### src/rtl/grid_nav_ctrl.sv
`default_nettype none
// ============================================================================
// Module      : grid_nav_ctrl
// Description : Cursor navigation over a 4-row x 5-column grid with a lock
//               toggle, plus a four-slot time-multiplexed display scan that
//               drives a row/column/letter decoder and active-low digit
//               enables.
// Ports       : clk        - system clock, rising-edge active
//               rst        - synchronous active-high reset
//               btn_up/down/left/right - debounced cursor buttons (levels)
//               btn_lock   - debounced lock toggle button (level)
//               row, col   - decoder row/column inputs (3 bits each)
//               alpha      - 1 = letter mode, 0 = digit mode
//               r_c        - in digit mode: 1 = row digit, 0 = column digit
//               an         - active-low digit enables, bit n = digit n
//               locked     - current lock state
// Revision    : 1.0 - initial release
// ============================================================================
module grid_nav_ctrl #(
    parameter int unsigned SCAN_DIV = 100000
) (
    input  logic       clk,
    input  logic       rst,
    input  logic       btn_up,
    input  logic       btn_down,
    input  logic       btn_left,
    input  logic       btn_right,
    input  logic       btn_lock,
    output logic [2:0] row,
    output logic [2:0] col,
    output logic       alpha,
    output logic       r_c,
    output logic [3:0] an,
    output logic       locked
);

    localparam int unsigned c_CNT_W = (SCAN_DIV > 1) ? $clog2(SCAN_DIV) : 1;
    localparam logic [c_CNT_W-1:0] c_CNT_MAX = c_CNT_W'(SCAN_DIV - 1);

    // Display slot state encoding
    localparam logic [1:0] c_SLOT_COL  = 2'd0;
    localparam logic [1:0] c_SLOT_ROW  = 2'd1;
    localparam logic [1:0] c_SLOT_CHAR = 2'd2;
    localparam logic [1:0] c_SLOT_LOCK = 2'd3;

    // Button history bit positions
    localparam int c_B_UP    = 4;
    localparam int c_B_DOWN  = 3;
    localparam int c_B_LEFT  = 2;
    localparam int c_B_RIGHT = 1;
    localparam int c_B_LOCK  = 0;

    logic [4:0]         w_btn;
    logic [4:0]         r_hist;
    logic [4:0]         w_press;
    logic [2:0]         r_cur_row;
    logic [2:0]         r_cur_col;
    logic               r_locked;
    logic [c_CNT_W-1:0] r_scan_cnt;
    logic               w_scan_wrap;
    logic [1:0]         r_slot;
    logic [1:0]         w_slot_next;
    logic [3:0]         w_an;
    logic [2:0]         w_row;
    logic [2:0]         w_col;
    logic               w_alpha;
    logic               w_r_c;
    logic [3:0]         r_an;
    logic [2:0]         r_row;
    logic [2:0]         r_col;
    logic               r_alpha;
    logic               r_r_c;

    assign w_btn   = {btn_up, btn_down, btn_left, btn_right, btn_lock};
    // A press is the first cycle a button reads high; holding does nothing more.
    assign w_press = w_btn & ~r_hist;

    // ------------------------------------------------------------------
    // Buttons, cursor and lock
    // ------------------------------------------------------------------
    always_ff @(posedge clk) begin
        if (rst) begin
            // History preset high so a button held through reset is not a press.
            r_hist    <= 5'b11111;
            r_cur_row <= 3'd1;
            r_cur_col <= 3'd1;
            r_locked  <= 1'b0;
        end else begin
            r_hist <= w_btn;
            if (w_press[c_B_LOCK]) begin
                r_locked <= ~r_locked;
            end
            // Cursor presses see the lock value from before any toggle this cycle.
            // Only the highest-priority press acts; the rest are dropped.
            if (!r_locked) begin
                if (w_press[c_B_UP]) begin
                    r_cur_row <= (r_cur_row == 3'd1) ? 3'd4 : r_cur_row - 3'd1;
                end else if (w_press[c_B_DOWN]) begin
                    r_cur_row <= (r_cur_row == 3'd4) ? 3'd1 : r_cur_row + 3'd1;
                end else if (w_press[c_B_LEFT]) begin
                    r_cur_col <= (r_cur_col == 3'd1) ? 3'd5 : r_cur_col - 3'd1;
                end else if (w_press[c_B_RIGHT]) begin
                    r_cur_col <= (r_cur_col == 3'd5) ? 3'd1 : r_cur_col + 3'd1;
                end
            end
        end
    end

    // ------------------------------------------------------------------
    // Scan counter (independent of cursor activity)
    // ------------------------------------------------------------------
    assign w_scan_wrap = (r_scan_cnt == c_CNT_MAX);

    always_ff @(posedge clk) begin
        if (rst) begin
            r_scan_cnt <= '0;
        end else if (w_scan_wrap) begin
            r_scan_cnt <= '0;
        end else begin
            r_scan_cnt <= r_scan_cnt + 1'b1;
        end
    end

    // ------------------------------------------------------------------
    // Slot state machine: state register / next state / outputs
    // ------------------------------------------------------------------
    always_ff @(posedge clk) begin
        if (rst) begin
            r_slot <= c_SLOT_COL;
        end else begin
            r_slot <= w_slot_next;
        end
    end

    always_comb begin
        w_slot_next = r_slot;
        if (w_scan_wrap) begin
            w_slot_next = r_slot + 2'd1;
        end
    end

    always_comb begin
        w_an    = 4'b1111;
        w_row   = r_cur_row;
        w_col   = r_cur_col;
        w_alpha = 1'b0;
        w_r_c   = 1'b0;
        case (r_slot)
            c_SLOT_COL: begin
                w_an = 4'b1110;
            end
            c_SLOT_ROW: begin
                w_an  = 4'b1101;
                w_r_c = 1'b1;
            end
            c_SLOT_CHAR: begin
                w_an    = 4'b1011;
                w_alpha = 1'b1;
            end
            default: begin
                // Row/col of zero makes the decoder show a dash.
                w_an  = r_locked ? 4'b0111 : 4'b1111;
                w_row = 3'd0;
                w_col = 3'd0;
            end
        endcase
    end

    // Registered decoder and digit-enable outputs
    always_ff @(posedge clk) begin
        if (rst) begin
            r_an    <= 4'b1110;
            r_row   <= 3'd1;
            r_col   <= 3'd1;
            r_alpha <= 1'b0;
            r_r_c   <= 1'b0;
        end else begin
            r_an    <= w_an;
            r_row   <= w_row;
            r_col   <= w_col;
            r_alpha <= w_alpha;
            r_r_c   <= w_r_c;
        end
    end

    assign an     = r_an;
    assign row    = r_row;
    assign col    = r_col;
    assign alpha  = r_alpha;
    assign r_c    = r_r_c;
    assign locked = r_locked;

endmodule
`default_nettype wire
### config.mk
export PLATFORM = sky130hd
export DESIGN_NAME = grid_nav_ctrl
export DESIGN_NICKNAME = d
export VERILOG_FILES = /design/src/rtl/grid_nav_ctrl.sv
export SDC_FILE = /design/constraint.sdc
export NUM_CORES = 1
export LEC_CHECK = 0
export ABC_AREA = 1
export BUFFER_PORTS_ARGS = -buffer_cell sky130_fd_sc_hd__buf_2
export CAP_MARGIN = 10
export CORE_AREA = 2 2 81 83
export CTS_CLUSTER_DIAMETER = 80
export DETAILED_ROUTE_END_ITERATION = 7
export DIE_AREA = 0 0 83 85
export PLACE_DENSITY = 0.46
export REMOVE_ABC_BUFFERS = 1
export SLEW_MARGIN = 10
export SYNTH_ARGS = -nofsm -noshare
export SYNTH_HDL_FRONTEND = slang
export SYNTH_SLANG_ARGS = --single-unit
### constraint.sdc
create_clock -name clk -period 1.59 [get_ports clk]
set_input_delay 0.0795 -clock clk [delete_from_list [all_inputs] [get_ports clk]]
set_output_delay 0.0795 -clock clk [all_outputs]
set_load 0.01 [all_outputs]
==> flow_summary.yaml <==
outcome:
  outcome: "complete, no violations"
sta:
  hold_violations: 0
  setup_slack_ns: 0.1415
  max_slew_margin: 0.8178
  fin_crit_sh: 0.9110
  setup_tns_ns: 0
  setup_viol_count_final: 0
  final.min_clock_period_ns: 1.448
  tightest_slew_ns: 0.2712
  max_freq_mhz: 690.4
  slew_viol_final: 0
  rsz0062_at_grt: "no"
  fin_skew_ns: 0.007789
worst_setup_path:
  crit_chain: "inv_1 > ha_1 > or2_2 > o21ai_0 > nand2_1 > nor2_1 > nor2_1"
  critPathLaunchType: "flip-flop"
  critPathMostFrequentCell: "nor2_1"
  end_kind: "flip-flop"
  setup.worst_path.end: "r_cur_row[2]$_SDFFE_PP0P_"
  critPathMaxFanout: 6
  cp_slowest_cell: "dfxtp_1"
  critPathArrivalTime_ns: 1.63
  r2r_end: "r_cur_row[2]$_SDFFE_PP0P_"
  crit_path_start: "r_cur_row[0]$_SDFFE_PP1P_"
  ff2ff_path_depth: 7
  reg2reg_from: "r_cur_row[0]$_SDFFE_PP1P_"
  crit_required_ns: 1.77
  worst_path_largest_cell_delay_ns: 0.42
  worstSetupPathType: "reg -> reg"
  r2r_setup_slack_ns: 0.14
global_routing:
  grt_usage: 0.1218
  grt_overflow_total: 0
  grt_max_degree: 16
  grt_pass1_vias: 1644
  grt_antenna_before_repair: 0
  grt_pass1_wl_mm: 7.141
place:
  place_area_um2: 2290
  globalplace.congestion: 0.7522
  dp_slack_ns: 0.1567
  portBuffers: 19
  dp_hpwl_mm: 3.029
logic_synthesis:
  ys_top_cells_by_count: "nand2_1, nor2_1, dfxtp_1, inv_1"
  synth_cell_types: 21
  avgSynthCellArea_um2: 7.155
  synthTopCellsByArea: "dfxtp_1, nand2_1, nor2_1"
  ys.flop_type: "dfxtp_1"
  synth.most_common_cell: "nand2_1"
  netlist_area_um2: 2082
  yosysTopAreaCell: "dfxtp_1"
  yosysTopAreaCellShare: 0.4135
  synth_enable_flop_cells: 0
  syn-instance-count: 291
  ys_warn_count: 0
  ys_seq_elements: 43
  seq_area_frac_synth: 0.4135
  async_flop_share: 0
route:
  routed_via_density: 4.283
  wl_per_cell_um: 10.23
  num_vias: 1709
  ant_nets: 0
  dr.pass1.iters: 4
  first_iter_violations: 24
  drt_wl_total_mm: 4.080
  drc: 0
final_layout:
  n_antenna_cell: 0
  area_growth_pct: 16.89
  n_fill_cell: 691
  final_layout_size_suffix_gt1_frac: 0.1180
  final_area_um2: 2434
  nets: 343
pwr:
  clkPwrFrac: 0.368
  power_density_nw_per_um2: 868.6
  comb_power_share: 0.095
  swShare: 0.2464
  power.leakage_nw: 1.072
  ir_drop_mv: 0.3866
  p_seq_frac: 0.538
  power.switching_mw: 0.5208
  internal-power_mw: 1.593
die:
  io_pins: 20
  fp.dieH_um: 85
  core-area_um2: 6205
  rows: 29
  die_area_um2: 7055
  die_w_um: 83
  start_util: 0.3356
min_path:
  min_path_type: "in -> reg"
clocking:
  cts_buffers: 5
  cts-root-buf: "clkbuf_8"
  cts_tree: "yes"
  htreeDepth: 2
  clk-insertion-delay-late_ns: 0.29
  cts_hold_buf: 4
  clockBufferDepth: 2
  cts_sinks: 43
  path_clk_slew_ns: 0.08
  post_cts_buffers: 0
  ctsResizeCount: 0
flow_run:
  timing.max_cap.violations: 0
[stage by stage]
step	utilization	power [mW]	hold slack (ns)	instances
2_1_floorplan	-	1.292	0.1462	288
3_3_place_gp	0.3690	1.357	0.2712	387
3_5_place_dp	0.3690	1.357	0.2804	387
4_1_cts	0.3922	2.156	0.003285	399
5_1_grt	0.3922	2.224	0.007638	399
6_report	0.3922	2.114	0.001606	399
[registers in the layout, summed over array words and instances, names as in the netlist]
name / count
r_cur_row: 3
r_hist: 5
alpha: 1
col: 3
r_scan_cnt: 17
r_slot: 2
locked: 1
r_c: 1
an: 4
row: 3
r_cur_col: 3
[placed cells by master, fill, tap and decap left out, drive strengths merged]
master and instances:
clkbuf 7, dfxtp 43, and2 1, nor3 1
or2 4, xor2 9, dlygate4sd3 4, ha 15
nand4 2, xnor2 2, inv 43, a21oi 8
nor2 60, o21ai 16, nand3 14, o21bai 1
buf 22, clkinvlp 1, nand2 69
[routing by layer]
metal | vias up | share of wire | track usage
li1 | 941 | - | -
met1 | 749 | 0.49 | 0.1431
met2 | 17 | 0.48 | 0.2199
met3 | 2 | 0.025 | 0.02821
met4 | 0 | 0.0083 | 0.03875
met5 | - | 0 | 0
[power groups by stage]
stage                     sequential [mW]  clock (mW)  combinational, mW
after floorplan                      1.16           0              0.130
after global placement               1.16           0              0.195
after detailed placement             1.16           0              0.194
after CTS                            1.14       0.816              0.203
after global routing                 1.14       0.849              0.234
final                                1.14       0.778              0.200
[logic make-up (layout without fill, tap and decap cells)]
logic type | Yosys count | count (layout) | share of synthesized area
xor+xnor | 11 | 11 | 0.04628
simple gates | 151 | 151 | 0.2969
buf+inv | 46 | 77 | 0.08654
compound gates | 25 | 25 | 0.06671
fa+ha+maj | 15 | 15 | 0.09014
flops | 43 | 43 | 0.4135
[worst min path at each step]
stage | cells after the start | endpoint | start | slack, ns
detailed placement | 3 | r_hist[3]$_SDFF_PP1_ | btn_down | 0.28
global route | 3 | r_hist[0]$_SDFF_PP1_ | btn_lock | 0.008
finish | 3 | r_hist[0]$_SDFF_PP1_ | btn_lock | 0.002
floorplan | 1 | an[0]$_SDFF_PP0_ | rst | 0.15
global placement | 3 | r_hist[3]$_SDFF_PP1_ | btn_down | 0.27
CTS | 3 | r_hist[0]$_SDFF_PP1_ | btn_lock | 0.003
[worst max-delay path: cells and delay by family, from the launching register on]
family                   cells  cell delay [ns]
flip-flops                   1             0.42
AO/OA/AOI/OAI                1             0.14
buffers and inverters        1             0.11
adder cells (fa/ha/maj)      1             0.22
AND/OR/NAND/NOR              4             0.45
[final cells by class]
class                      count  area, um^2  area share
clock inverter                 1       7.507    0.003085
tap                           77       96.34     0.03959
timing repair buffer          26       170.2     0.06992
clock buffer                   7       96.34     0.03959
multi-input combinational    202        1041      0.4278
inverter                      43       161.4     0.06632
sequential                    43       860.8      0.3537
No activity file was read; power rests on OpenSTA's default activity.
